File: config.mk
export PLATFORM = sky130hd
export DESIGN_NAME = ram_64_arbiter
export DESIGN_NICKNAME = d
export VERILOG_FILES = /design/src/rtl/ram_64_arbiter.sv
export SDC_FILE = /design/constraint.sdc
export NUM_CORES = 1
export LEC_CHECK = 0
export CAP_MARGIN = 20
export CORE_UTILIZATION = 45
export DETAILED_ROUTE_END_ITERATION = 16
export PLACE_DENSITY_LB_ADDON = 0.2
export SLEW_MARGIN = 20
export SYNTH_ARGS = -nofsm -noshare
export SYNTH_HDL_FRONTEND = slang
export SYNTH_SLANG_ARGS = --single-unit
File: constraint.sdc
create_clock -name clk -period 2.5 [get_ports clk]
set_input_delay 0.5 -clock clk [delete_from_list [all_inputs] [get_ports clk]]
set_output_delay 0.5 -clock clk [all_outputs]
set_load 0.01 [all_outputs]
File: src/rtl/ram_64_arbiter.sv
// ram_64_arbiter: round-robin A/B arbiter for one 64x16 RAM port; define RAM64_CLEAR_EN for a post-reset zero sweep
module ram_64_arbiter #(
    parameter int ADDR_W = 6,
    parameter int DATA_W = 16,
    parameter int RD_LAT = 1
) (
    input  logic              clk,
    input  logic              reset_n,
    input  logic              a_req,
    input  logic              a_we,
    input  logic [ADDR_W-1:0] a_addr,
    input  logic [DATA_W-1:0] a_wdata,
    output logic              a_ack,
    output logic [DATA_W-1:0] a_rdata,
    input  logic              b_req,
    input  logic              b_we,
    input  logic [ADDR_W-1:0] b_addr,
    input  logic [DATA_W-1:0] b_wdata,
    output logic              b_ack,
    output logic [DATA_W-1:0] b_rdata,
    output logic [ADDR_W-1:0] ram_address,
    output logic [DATA_W-1:0] ram_in,
    output logic              ram_load,
    input  logic [DATA_W-1:0] ram_out,
    output logic              busy
);
    typedef enum logic [1:0] {CLEAR, IDLE, WRITE, RDWAIT} state_t;
    state_t state, state_nx;
    logic pick_b, sel_we, done, gnt_b, last_b;
    logic [1:0] cnt;
`ifdef RAM64_CLEAR_EN
    localparam state_t RST_STATE = CLEAR;
    logic [ADDR_W:0] clr_addr;
`else
    localparam state_t RST_STATE = IDLE;
    assign busy = 1'b0;
`endif
    // on a tie the requester not granted last wins
    assign pick_b = b_req & (~a_req | ~last_b);
    assign sel_we = pick_b ? b_we : a_we;
    assign done = a_ack | b_ack;
    always_comb begin
        state_nx = (state == IDLE) ? ((a_req | b_req) ? (sel_we ? WRITE : RDWAIT) : IDLE) :
                   (state == WRITE) ? IDLE :
                   (state == RDWAIT) ? (done ? IDLE : RDWAIT) :
`ifdef RAM64_CLEAR_EN
                   (clr_addr[ADDR_W] ? IDLE : CLEAR);
`else
                   IDLE;
`endif
    end
    always_ff @(posedge clk) begin
        if (!reset_n) state <= RST_STATE;
        else state <= state_nx;
    end
    always_ff @(posedge clk) begin
        if (!reset_n) begin
            a_ack       <= 1'b0;
            b_ack       <= 1'b0;
            a_rdata     <= '0;
            b_rdata     <= '0;
            ram_address <= '0;
            ram_in      <= '0;
            ram_load    <= 1'b0;
            last_b      <= 1'b1;
            gnt_b       <= 1'b0;
            cnt         <= '0;
`ifdef RAM64_CLEAR_EN
            busy        <= 1'b1;
            clr_addr    <= '0;
`endif
        end else begin
            a_ack    <= 1'b0;
            b_ack    <= 1'b0;
            ram_load <= 1'b0;
            if (state == IDLE && (a_req | b_req)) begin
                gnt_b       <= pick_b;
                last_b      <= pick_b;
                ram_address <= pick_b ? b_addr : a_addr;
                ram_in      <= pick_b ? b_wdata : a_wdata;
                ram_load    <= sel_we;
                a_ack       <= sel_we & ~pick_b;
                b_ack       <= sel_we & pick_b;
                cnt         <= '0;
            end else if (state == RDWAIT && !done) begin
                cnt <= cnt + 2'd1;
                if (cnt == 2'(RD_LAT - 1)) begin
                    if (gnt_b) b_rdata <= ram_out;
                    else a_rdata <= ram_out;
                    a_ack <= ~gnt_b;
                    b_ack <= gnt_b;
                end
            end
`ifdef RAM64_CLEAR_EN
            else if (state == CLEAR) begin
                busy        <= ~clr_addr[ADDR_W];
                ram_load    <= ~clr_addr[ADDR_W];
                ram_address <= clr_addr[ADDR_W-1:0];
                ram_in      <= '0;
                clr_addr    <= clr_addr + (ADDR_W+1)'(1);
            end
`endif
        end
    end
endmodule

==> metrics.txt, run 1 <==
first-pass iteration count of the detailed router 4; sequential-to-total area share from yosys stat 0.460; Final period util 0.703; # Max-Cap Violations 0; fmax 569 MHz; clock latency on the worst-skew pair 0.34 ns; global-route wire length before repair 10.6 mm; Pwr Total about 2.7 mW; crit path time final 1.76 ns; endpoints failing hold 0; Worst Skew roughly 0.012 ns; DP HPWL 4.56 mm; leakage 1.51 nW; RSZ-0062 raised after global routing false; number of distinct library cells after synthesis 34; drt first-iter violations 57; Post-synth EDFFs 0; final cell count without fillers 485; top cell type's share of synthesized area 0.460; async set-reset flop share out of synthesis 0; top post-synthesis cells by area dfxtp_1, nand2_1, mux2i_1; CTS tree built; CTS max path bufs 2; cell taking the most area after synthesis dfxtp_1; initial antenna violation count 0; RePlAce Congestion 0.751; CP endpoint kind output pin; CTS H-Tree Depth 3; final max-slew violation count 0; Final nets 472; I/O Buffers 122; Cells after Synth slightly below 300; remaining global-route overflow 0; # rows 28; hold crit path type reg -> reg; via count approximately 2400; CP max-delay cell clkdlybuf4s50_1; CTS sink cnt 63; Buffers & Inverters on Critical Path 1; Yosys warning count 0; crit path DAT 1.26 ns; top-count cell post-synth nand2_1; Worst Path Max Fanout 2; die footprint 6410 µm²; normalized max-slew margin 0.302; # DRC 0; post-synthesis register bit count 63; Worst path top cell family by delay buffers and inverters; Root Buffer clkbuf_8; Placed Instances 469; IO Count 124; fillers 457; Max IR drop VDD 446 µV; Starting Density 0.466; clk slew on worst S/H paths 0.06 ns; Inserted Clock Buffers 9; syn nets 358; Routed Antenna Nets 0; number of antenna diodes 0; synthesized area 2740 µm²; Via-to-Cell Ratio between 4 and 5; Die W 80.1 µm; Power Density approximately 640 nW/µm²; Core Region 5890 µm²; Worst Tran Pin Value 1.05 ns; crit path cell chain clkdlybuf4s50_1; largest net degree at the start of global routing 55; Final TNS setup 0 ns; Primary FF master, synth dfxtp_1; final setup vio count 0; Worst EP required roughly 2.0 ns; post-CTS sizing 0; hold slack between 0.4 and 0.5 ns; WS Path Type reg -> out; Synth top cells by count nand2_1, dfxtp_1, mux2i_1, a21oi_1, a311oi_2; Mean Syn Cell Area 9.43 µm²; DR WL/cell 13.3 µm; Startpoint Class register; All-Layer GR Usage 0.216; P&R area growth vs syn 50.7%; CTS hold repair buffers 0; layout cells sized above 1 0.112; Post-CTS Setup Inserts 0; outcome complete, no violations; vias in the first global route ~2300; Critical Path Max Stage Delay around 0.55 ns; Post-Route WL 6.46 mm; die height roughly 80 µm
-- placed cells by master, fill, tap and decap left out, types with 2 or more instances in the layout --
cell	Yosys	layout
buf_4	2	6
clkbuf_8	0	10
clkinv_2	0	3
o21a_1	3	3
clkdlybuf4s50_1	0	121
a21oi_1	24	24
nor3_1	2	2
clkbuf_1	9	2
dfxtp_1	63	63
nand3_1	2	2
and3_1	2	2
mux2i_1	33	33
nand2_1	95	95
inv_1	3	3
a311oi_1	5	5
a311oi_2	17	17
-- logic make-up after synthesis --
family / synth area share
multiplexers: 0.120
XOR/XNOR: 0.00319
AND/OR/NAND/NOR: 0.169
buffers and inverters: 0.0625
AO/OA/AOI/OAI: 0.179
adder cells (fa/ha/maj): 0.00456
other: 0.00137
flip-flops: 0.460
-- cell type report --
class	count	area [µm²]	share of cell area
multi-input combinational	200	1320	0.319
inverter	3	11.3	0.00272
clock buffer	12	145	0.0351
timing repair buffer	128	1260	0.305
clock inverter	4	45.0	0.0109
tap	75	93.8	0.0227
sequential	63	1260	0.305
-- power by group --
group	internal, mW	total [mW]	switching (mW)	leakage [nW]
combinational	0.361	0.657	0.296	0.896
sequential	1.10	1.15	0.0514	0.516
clock	0.483	0.859	0.376	0.100
total	1.94	2.66	0.723	1.51
-- final timing paths --
kind / start / to / slack [ns] / cells after the start
setup / recovery: ram_in[15] / ram_in[15] / 0.74 / 1
hold / removal: b_rdata[12] / b_rdata[12] / 0.46 / 2
setup reg to reg: b_ack / a_rdata[4] / 0.74 / 4
hold reg to reg: b_rdata[12] / b_rdata[12] / 0.46 / 2
-- per-stage QoR --
stage	util	worst slack, ns	instance area, µm²
2_1_floorplan	-	0.966	2740
3_3_place_gp	0.670	0.579	3950
3_5_place_dp	0.670	0.509	3950
4_1_cts	0.703	0.716	4140
5_1_grt	0.703	0.638	4140
6_report	0.703	0.743	4140
-- sequential cells by signal (all words and copies together), names as in the netlist --
name         count
cnt              2
last_b           1
a_ack            1
ram_address      6
gnt_b            1
ram_in          16
b_ack            1
ram_load         1
a_rdata         16
state            2
b_rdata         16
-- routing by layer --
layer | up-vias | GRT usage | part of all wire
met5 | - | 0 | 0
met4 | 0 | 0.111 | 0.018
met3 | 10 | 0.0727 | 0.085
met2 | 85 | 0.351 | 0.47
met1 | 1089 | 0.251 | 0.43
li1 | 1232 | - | -
No activity file was read; power rests on OpenSTA's default activity.
==> inputs of run 2 (changes only) <==
CORE_UTILIZATION = 42   (was 45)
clock period = 1.81 ns   (was 2.5 ns; I/O delays follow)
==> run 2 against run 1 <==
Net effect: worst hold slack worse by 0.11 ns; non-clock buffer count rose by 10; clock-buffer cell count unchanged; sequential power is 37% higher; utilization down 2.6 points; clock power grew 41%; global-route usage down 1.4 points; largest cell class is now non-clock buffers.
==> metrics.txt, run 2 (synthesis gave the netlist of run 1 again) <==
Root Buffer clkbuf_8; commonest non-fill, non-tap cell in the layout clkdlybuf4s50_1; Core Region 6310 µm²; remaining global-route overflow 0; vias in the first global route 2500; CTS hold repair buffers 0; CTS H-Tree Depth 3; Worst path top cell family by delay buffers and inverters; CTS max path bufs 2; WS Path Type reg -> out; largest net degree at the start of global routing between 40 and 50; Via-to-Cell Ratio around 5.1; Final nets 482; placed inst area 4070 µm²; crit path cell chain clkdlybuf4s50_1; DP HPWL 4.85 mm; outcome complete, no violations; final setup vio count 0; # rows 29; hold crit path type in -> reg; Worst Path Max Fanout 3; Starting Density 0.435; leakage 1.57 nW; Critical Path Max Stage Delay about 0.55 ns; drt first-iter violations 53; layout cells sized above 1 0.134; Pwr Total approximately 3.8 mW; DR WL/cell 13.5 µm; Routed Antenna Nets 0; global-route wire length before repair 11.2 mm; die footprint 6860 µm²; CTS sink cnt 63; Max IR drop VDD about 480 µV; design area 4270 µm²; Worst Skew 0.00694 ns; initial antenna violation count 0; hold slack 0.345 ns; Placed Instances 481; Post-CTS Setup Inserts 0; # Max-Cap Violations 0; Buffers & Inverters on Critical Path 1; Worst EP required between 1 and 1.5 ns; fmax 626 MHz; Final TNS setup 0 ns; IO Count 124; I/O Buffers 122; CTS tree built; All-Layer GR Usage 0.202; final cell count without fillers 496; Inserted Clock Buffers 9; crit path time final 1.60 ns; clk slew on worst S/H paths roughly 0.06 ns; # DRC 0; P&R area growth vs syn 55.6%; RSZ-0062 raised after global routing false; die height ~83 µm; clock latency on the worst-skew pair 0.33 ns; commonest non-fill, non-tap cells in the layout clkdlybuf4s50_1, nand2_1, dfxtp_1; CP max-delay cell clkdlybuf4s50_1; CP endpoint kind output pin; crit path DAT roughly 1.2 ns; post-CTS sizing 0; Power Density 881 nW/µm²; final max-slew violation count 0; Startpoint Class register; Final period util 0.882; RePlAce Congestion between 0.7 and 0.8; first-pass iteration count of the detailed router 4; endpoints failing hold 0; number of antenna diodes 0; Die W ~83 µm; Post-Route WL 6.70 mm; via count 2514; fillers 510; Top Registers a_rdata: 16 flops, b_rdata: 16 flops, ram_in: 16 flops
run 2: final cells by class:
cell class,instances,area [µm²],area share
inverters,3,11.3,0.00264
clock inverters,3,42.5,0.00996
clock buffers,12,155,0.0363
repair buffers,138,1390,0.325
multi-input cells,200,1320,0.309
well taps,77,96.3,0.0226
flip-flops and latches,63,1260,0.295
run 2: layer usage:
layer / vias up / track usage / part of all wire
li1: 1247 / - / -
met5: - / 0 / 0
met4: 0 / 0.102 / 0.015
met1: 1163 / 0.238 / 0.43
met3: 9 / 0.0577 / 0.075
met2: 95 / 0.334 / 0.48
run 2: path summary, 6_finish.rpt:
| kind | from | to | slack [ns] | cells past startpoint |
|---|---|---|---|---|
| min | reset_n | last_b | 0.34 | 2 |
| max | b_ack | b_ack | 0.21 | 1 |
| min reg2reg | b_rdata[13] | b_rdata[13] | 0.45 | 2 |
| max reg2reg | b_ack | b_rdata[0] | 0.34 | 4 |
run 2: power breakdown:
part	switching (mW)	internal, mW	total [mW]	leakage (nW)
clock	0.511	0.702	1.21	0.0985
sequential	0.0707	1.51	1.58	0.516
combinational	0.423	0.543	0.966	0.960
run 2: metrics by stage:
stage | util | worst slack (ns)
finish | 0.676 | 0.213
global route | 0.676 | 0.153
CTS | 0.676 | 0.192
detailed placement | 0.645 | -0.000153
global placement | 0.645 | 0.0563
floorplan | - | 0.360
